--- src/rtl/mtm_alu_pkg.sv ---
// Shared types and constants for the mtm_Alu response serializer and its bench.
package mtm_alu_pkg;

  localparam int         FRAME_BITS = 11;
  localparam logic [2:0] CRC3_POLY  = 3'b011;

  typedef enum logic {
    DATA_FRAME = 1'b0,
    CMD_FRAME  = 1'b1
  } frame_type_t;

  typedef enum logic [2:0] {
    AND_OP = 3'b000,
    OR_OP  = 3'b001,
    ADD_OP = 3'b100,
    SUB_OP = 3'b101
  } operation_t;

  typedef enum logic [1:0] {
    IDLE  = 2'd0,
    SHIFT = 2'd1,
    DONE  = 2'd2
  } tx_state_t;

  // Line order, MSB first: start, type, payload, stop.
  function automatic logic [FRAME_BITS-1:0] make_frame(input frame_type_t ftype,
                                                       input logic [7:0]  payload);
    return {1'b0, ftype, payload, 1'b1};
  endfunction

endpackage

--- src/rtl/mtm_alu_crc3.sv ---
// Combinational CRC-3 (x^3+x+1, init 0) over an MSB-first message augmented by three zeros.
module mtm_alu_crc3
  import mtm_alu_pkg::*;
#(
  parameter int MSG_W = 37
) (
  input  logic [MSG_W-1:0] msg,
  output logic [2:0]       crc
);

  logic [MSG_W+2:0] aug;
  logic [2:0]       rem;
  logic             fb;

  always_comb begin
    aug = {msg, 3'b000};
    rem = '0;
    fb  = 1'b0;
    for (int i = MSG_W + 2; i >= 0; i--) begin
      fb  = rem[2];
      rem = {rem[1:0], aug[i]};
      if (fb) rem = rem ^ CRC3_POLY;
    end
    crc = rem;
  end

endmodule

--- src/rtl/mtm_alu_serializer.sv ---
// Serializes one ALU result (data frames + CMD frame) or one error CMD frame onto sout.
module mtm_alu_serializer
  import mtm_alu_pkg::*;
#(
  parameter int CLKS_PER_BIT = 1,
  parameter int DATA_FRAMES  = 4
) (
  input  logic                     clk,
  input  logic                     rst,
  input  logic                     in_valid,
  output logic                     in_ready,
  input  logic                     in_err,
  input  logic [8*DATA_FRAMES-1:0] in_c,
  input  logic [3:0]               in_flags,
  input  logic [2:0]               in_err_flags,
  output logic                     sout,
  output logic                     busy,
  output logic                     tx_done
);

  localparam int C_W   = 8 * DATA_FRAMES;
  localparam int FC_W  = $clog2(DATA_FRAMES + 1);
  localparam int DIV_W = (CLKS_PER_BIT > 1) ? $clog2(CLKS_PER_BIT) : 1;
  localparam logic [FC_W-1:0]  LAST_DATA = FC_W'(DATA_FRAMES);
  localparam logic [DIV_W-1:0] DIV_LAST  = DIV_W'(CLKS_PER_BIT - 1);
  localparam logic [3:0]       BIT_LAST  = 4'(FRAME_BITS - 1);

  tx_state_t             state;
  logic [FRAME_BITS-1:0] sreg;
  logic [3:0]            bit_cnt;
  logic [FC_W-1:0]       frame_cnt;
  logic [DIV_W-1:0]      div_cnt;
  logic                  tail;

  logic                  err_q;
  logic [C_W-1:0]        c_q;
  logic [3:0]            flags_q;
  logic [2:0]            err_flags_q;
  logic [2:0]            crc_q;
  logic [2:0]            crc_w;

  logic accept, emit, frame_end, last_frame;

  mtm_alu_crc3 #(.MSG_W(C_W + 5)) u_crc (
    .msg ({in_c, 1'b0, in_flags}),
    .crc (crc_w)
  );

  function automatic logic [FRAME_BITS-1:0] build_frame(input logic [FC_W-1:0] idx,
                                                        input logic            err,
                                                        input logic [C_W-1:0]  c,
                                                        input logic [3:0]      flags,
                                                        input logic [2:0]      errf,
                                                        input logic [2:0]      crc);
    if (err)
      return make_frame(CMD_FRAME, {1'b1, errf, errf, ^{1'b1, errf, errf}});
    else if (idx < LAST_DATA)
      return make_frame(DATA_FRAME, c[C_W-1-8*int'(idx) -: 8]);
    else
      return make_frame(CMD_FRAME, {1'b0, flags, crc});
  endfunction

  assign accept     = (state == IDLE) && in_valid && in_ready;
  assign emit       = (state == SHIFT) && (div_cnt == '0) && !tail;
  assign frame_end  = emit && (bit_cnt == BIT_LAST);
  assign last_frame = err_q || (frame_cnt == LAST_DATA);

  // Request capture and frame shift register: data only, no reset.
  always_ff @(posedge clk) begin
    if (accept) begin
      err_q       <= in_err;
      c_q         <= in_c;
      flags_q     <= in_flags;
      err_flags_q <= in_err_flags;
      crc_q       <= crc_w;
      sreg        <= build_frame('0, in_err, in_c, in_flags, in_err_flags, crc_w);
    end else if (emit) begin
      if (frame_end && !last_frame)
        sreg <= build_frame(frame_cnt + 1'b1, err_q, c_q, flags_q, err_flags_q, crc_q);
      else
        sreg <= {sreg[FRAME_BITS-2:0], 1'b1};
    end
  end

  // Control FSM; tail marks that the final stop bit is on the line.
  always_ff @(posedge clk) begin
    if (rst) begin
      state     <= IDLE;
      in_ready  <= 1'b0;
      busy      <= 1'b0;
      tx_done   <= 1'b0;
      sout      <= 1'b1;
      bit_cnt   <= '0;
      frame_cnt <= '0;
      div_cnt   <= '0;
      tail      <= 1'b0;
    end else begin
      tx_done <= 1'b0;
      case (state)
        IDLE: begin
          in_ready <= 1'b1;
          if (accept) begin
            state     <= SHIFT;
            in_ready  <= 1'b0;
            busy      <= 1'b1;
            bit_cnt   <= '0;
            frame_cnt <= '0;
            div_cnt   <= '0;
            tail      <= 1'b0;
          end
        end
        SHIFT: begin
          div_cnt <= (div_cnt == DIV_LAST) ? '0 : div_cnt + 1'b1;
          if (div_cnt == '0 && tail) begin
            state   <= DONE;
            sout    <= 1'b1;
            busy    <= 1'b0;
            tx_done <= 1'b1;
            div_cnt <= '0;
          end else if (emit) begin
            sout <= sreg[FRAME_BITS-1];
            if (frame_end) begin
              bit_cnt <= '0;
              if (last_frame) tail <= 1'b1;
              else            frame_cnt <= frame_cnt + 1'b1;
            end else begin
              bit_cnt <= bit_cnt + 1'b1;
            end
          end
        end
        DONE: begin
          state    <= IDLE;
          in_ready <= 1'b1;
        end
        default: state <= IDLE;
      endcase
    end
  end

endmodule
--- config.mk ---
export PLATFORM = sky130hd
export DESIGN_NAME = mtm_alu_serializer
export DESIGN_NICKNAME = d
export VERILOG_FILES = /design/src/rtl/mtm_alu_pkg.sv /design/src/rtl/mtm_alu_crc3.sv /design/src/rtl/mtm_alu_serializer.sv
export SDC_FILE = /design/constraint.sdc
export NUM_CORES = 1
export LEC_CHECK = 0
export CELL_PAD_IN_SITES_DETAIL_PLACEMENT = 0
export CELL_PAD_IN_SITES_GLOBAL_PLACEMENT = 1
export CORE_MARGIN = 3
export CORE_UTILIZATION = 47
export CTS_BUF_LIST = sky130_fd_sc_hd__clkbuf_8 sky130_fd_sc_hd__clkbuf_16
export DETAILED_ROUTE_END_ITERATION = 10
export GPL_ROUTABILITY_DRIVEN = 0
export PLACE_DENSITY = 0.81
export SLEW_MARGIN = 20
export SYNTH_ARGS = -nofsm -noshare
export SYNTH_HDL_FRONTEND = slang
export SYNTH_SLANG_ARGS = --single-unit
--- constraint.sdc ---
create_clock -name clk -period 8.8 [get_ports clk]
set_clock_uncertainty 0.15 [all_clocks]
set_input_delay 2.2 -clock clk [delete_from_list [all_inputs] [get_ports clk]]
set_output_delay 2.2 -clock clk [all_outputs]
set_load 0.01 [all_outputs]
==> qor.log <==
[layout] total inserted antenna cells 0
[timing] clock period minus worst slack 4.705 ns
[clock_network] number of buffers between clock root and the deepest sink 2
[setup_path] worst path required time 8.90 ns
[power] worst vdd rail ir drop 0.0001029 V
[synthesis] gate count of the mapped netlist 215
[clock_network] count of instances resized after the clock tree is built 0
[clock_network] number of clock sinks 64
[setup_path] setup slack, reg-to-reg 5.79 ns
[floorplanning] IO Pins 47
[detailed_routing] drt wl/cell 17.53 microns
[detailed_routing] number of vias in the routed layout 1869
[global_routing] antenna violations before repair 0
[global_routing] met2 track utilization from global routing 0.2789
[synthesis] number of distinct library cells after synthesis 37
[setup_path] classification of the worst setup path in2reg
[clock_network] H-Tree Level Count 3
[power] power density relative to cell area 196.7 nW/um^2
[setup_path] CP Capture Type flop
[status] outcome complete, no violations
[setup_path] Critical Path Fanout Max 59
[worst_hold_path] classification of the worst-slack hold path reg2reg
[synthesis] flip-flop and latch count after synthesis 64
[detailed_routing] DRC violation count after routing 0
[detailed_routing] drt first-iter violations 155
[timing] number of setup violations in the final report 0
[layout] most frequent standard cell in the layout excluding fill and tap cells sky130_fd_sc_hd__edfxtp_1
[global_routing] wire length of the first global-routing pass 9818 microns
[detailed_routing] WL final 6012 microns
[layout] top library cells by usage in the layout, fill and taps aside sky130_fd_sc_hd__edfxtp_1 (50), sky130_fd_sc_hd__clkdlybuf4s50_1 (46), sky130_fd_sc_hd__xnor2_1 (26)
[power] combinational power share 0.182
[detailed_routing] number of routed nets with antenna violations 0
[layout] share of final-layout standard cells stronger than drive strength 1 0.1007
[global_routing] M1 GR Usage 0.2322
[clock_network] Post-CTS Hold Fix Bufs 0
[clock_network] TritonCTS Buffers 9
[timing] final count of hold timing violations 0
[detailed_routing] number of detailed-route iterations in the first pass 4
[power] switch share 0.2312
[timing] unrepaired setup endpoints after global routing no
[clock_network] number of buffers inserted to repair setup after CTS 0
[layout] fill count 509
[flow_run] maxcap violations 0
[detailed_routing] number of vias per cell 5.449
[timing] Hold Slack 0.3411 ns
[power] leakage power 1.270 nW
[placed_design] total of buffers placed on input and output ports 46
[power] Flop pwr share 0.495
[global_routing] largest net degree at the start of global routing 60
[floorplanning] vertical extent of the die 86.17 microns
[layout] Layout Utilization 0.6148
[setup_path] Worst setup SP type primary input
[timing] final sum of negative setup slack 0 ns
[floorplanning] Core Box Area 6061 sq um
[global_routing] gr ovfl total 0
[synthesis] Net Count, Synth 262
[synthesis] Avg Inst Size Synth 14.05 sq um
[layout] area growth from synthesis to layout 23.36%
[placed_design] detailed-placement wirelength estimate 4321 microns
[setup_path] WP data arrival 4.80 ns
[clock_network] clock slew seen by the registers of the worst setup and hold paths 0.07 ns
[synthesis] Seq/Total Area, Yosys 0.5899
[clock_network] Worst-Skew Late Latency 0.34 ns
[clock_network] Clk Tree Root Cell sky130_fd_sc_hd__clkbuf_8
[timing] Final Cycle Share 0.5347
[floorplanning] width of the chip 86.17 microns
[global_routing] met3 usage in global routing 0.06244
[synthesis] number of warnings printed during yosys synthesis 0
[layout] final instance count without filler cells 343
[global_routing] number of global-route vias before repair 1931
[power] portion of total power attributed to the clock network 0.322
[global_routing] most used routing layer met2
[global_routing] All-Layer GR Usage 0.1785
[power] P_sw 0.1695 mW
[floorplanning] die area 7424 sq um
[floorplanning] starting density of the core 0.4983
[timing] slew at the pin with the worst max-slew slack 0.9703 ns
[clock_network] TritonCTS clock tree yes
[floorplanning] Rows 28
[synthesis] netlist area before placement 3020 sq um
[placed_design] Placed Cells 327
[layout] Final nets 310
[timing] worst slew slack as a fraction of its limit 0.3509
[timing] max-slew violation total from the final report 0
[power] Int Power 0.5636 mW
[timing] achievable frequency 212.5 MHz
-- cell usage after synthesis (all sizes together) --
master / n / area share
o22ai: 1 / 0.0021
xor2: 8 / 0.023
nor3b: 1 / 0.0025
ha: 4 / 0.017
and3b: 1 / 0.0029
nor2b: 2 / 0.0041
xnor2: 27 / 0.081
o221ai: 6 / 0.017
mux4: 8 / 0.060
or3b: 1 / 0.0029
nor3: 4 / 0.0083
a31oi: 1 / 0.0021
inv: 5 / 0.0062
nand3b: 1 / 0.0025
clkbuf: 6 / 0.0075
nand3: 5 / 0.0083
nand2: 6 / 0.0075
or3: 1 / 0.0021
mux2i: 1 / 0.0033
buf: 3 / 0.0046
o21ai: 8 / 0.013
a211oi: 1 / 0.0025
a21oi: 15 / 0.025
a311oi: 1 / 0.0029
a21o: 1 / 0.0025
dfxtp: 14 / 0.093
a22oi: 7 / 0.017
xnor3: 7 / 0.052
nor2: 13 / 0.016
or2: 1 / 0.0021
and3: 1 / 0.0021
nand2b: 3 / 0.0062
nand4bb: 1 / 0.0037
edfxtp: 50 / 0.50
-- critical path: stages --
cell and delay, ns:
sky130_fd_sc_hd__clkdlybuf4s50_1 0.40, sky130_fd_sc_hd__nand4bb_1 0.42, sky130_fd_sc_hd__clkinv_2 0.83, sky130_fd_sc_hd__or3_1 0.71
sky130_fd_sc_hd__a211oi_1 0.22
-- flip-flops by register name, indices dropped and copies added (netlist names), 2 cells and up --
name       count
flags_q        4
frame_cnt      3
crc_q          3
state          2
bit_cnt        4
sreg          10
c_q           32
-- worst paths after layout --
kind / cells past startpoint / to / start
worst min-delay path: 2 / frame_cnt[1] / frame_cnt[1]
worst max-delay path: 5 / bit_cnt[1] / in_valid
worst max register to register: 5 / sreg[2] / frame_cnt[0]
worst min register to register: 2 / frame_cnt[1] / frame_cnt[1]
-- power by group through the flow --
stage,Clock [mW],Combinational [mW],Sequential (mW)
after detailed placement,0,0.136,0.369
after CTS,0.242,0.136,0.363
final,0.236,0.134,0.363
after global placement,0,0.134,0.369
after global routing,0.256,0.145,0.365
after floorplan,0,0.0919,0.367
-- cell families (layout without fill, tap and decap cells) --
logic type / after synthesis / in the layout / share of synthesized area
buffers and inverters: 14 / 67 / 0.01823
adders and majority gates: 4 / 4 / 0.01657
AOI/OAI and AO/OA: 41 / 41 / 0.08493
DFF: 64 / 64 / 0.5899
and+or+nand+nor: 41 / 41 / 0.07126
xor gates and xnor gates: 42 / 42 / 0.1562
muxes: 9 / 9 / 0.06297
-- metrics by stage --
stage | instance area [sq um] | power (mW) | setup WS [ns]
6_report | 3726 | 0.7330 | 4.095
5_1_grt | 3726 | 0.7663 | 3.878
4_1_cts | 3725 | 0.7416 | 4.243
3_5_place_dp | 3538 | 0.5052 | 3.902
3_3_place_gp | 3538 | 0.5026 | 3.994
2_1_floorplan | 3020 | 0.4589 | 4.208
-- layout make-up --
type | instances | area [sq um] | share of cell area
clock buffer | 9 | 123.9 | 0.03324
clock inverter | 7 | 62.56 | 0.01679
inverter | 5 | 20.02 | 0.005373
multi-input combinational | 137 | 1184 | 0.3177
sequential | 64 | 1782 | 0.4782
tap | 75 | 93.84 | 0.02518
timing repair buffer | 46 | 460.4 | 0.1236
-- layer usage --
metal	part of all wire	routed length [microns]
met1	0.44	2647
met2	0.48	2891
met3	0.066	398
met4	0.012	74
met5	0	0
No activity file was read; power rests on OpenSTA's default activity.
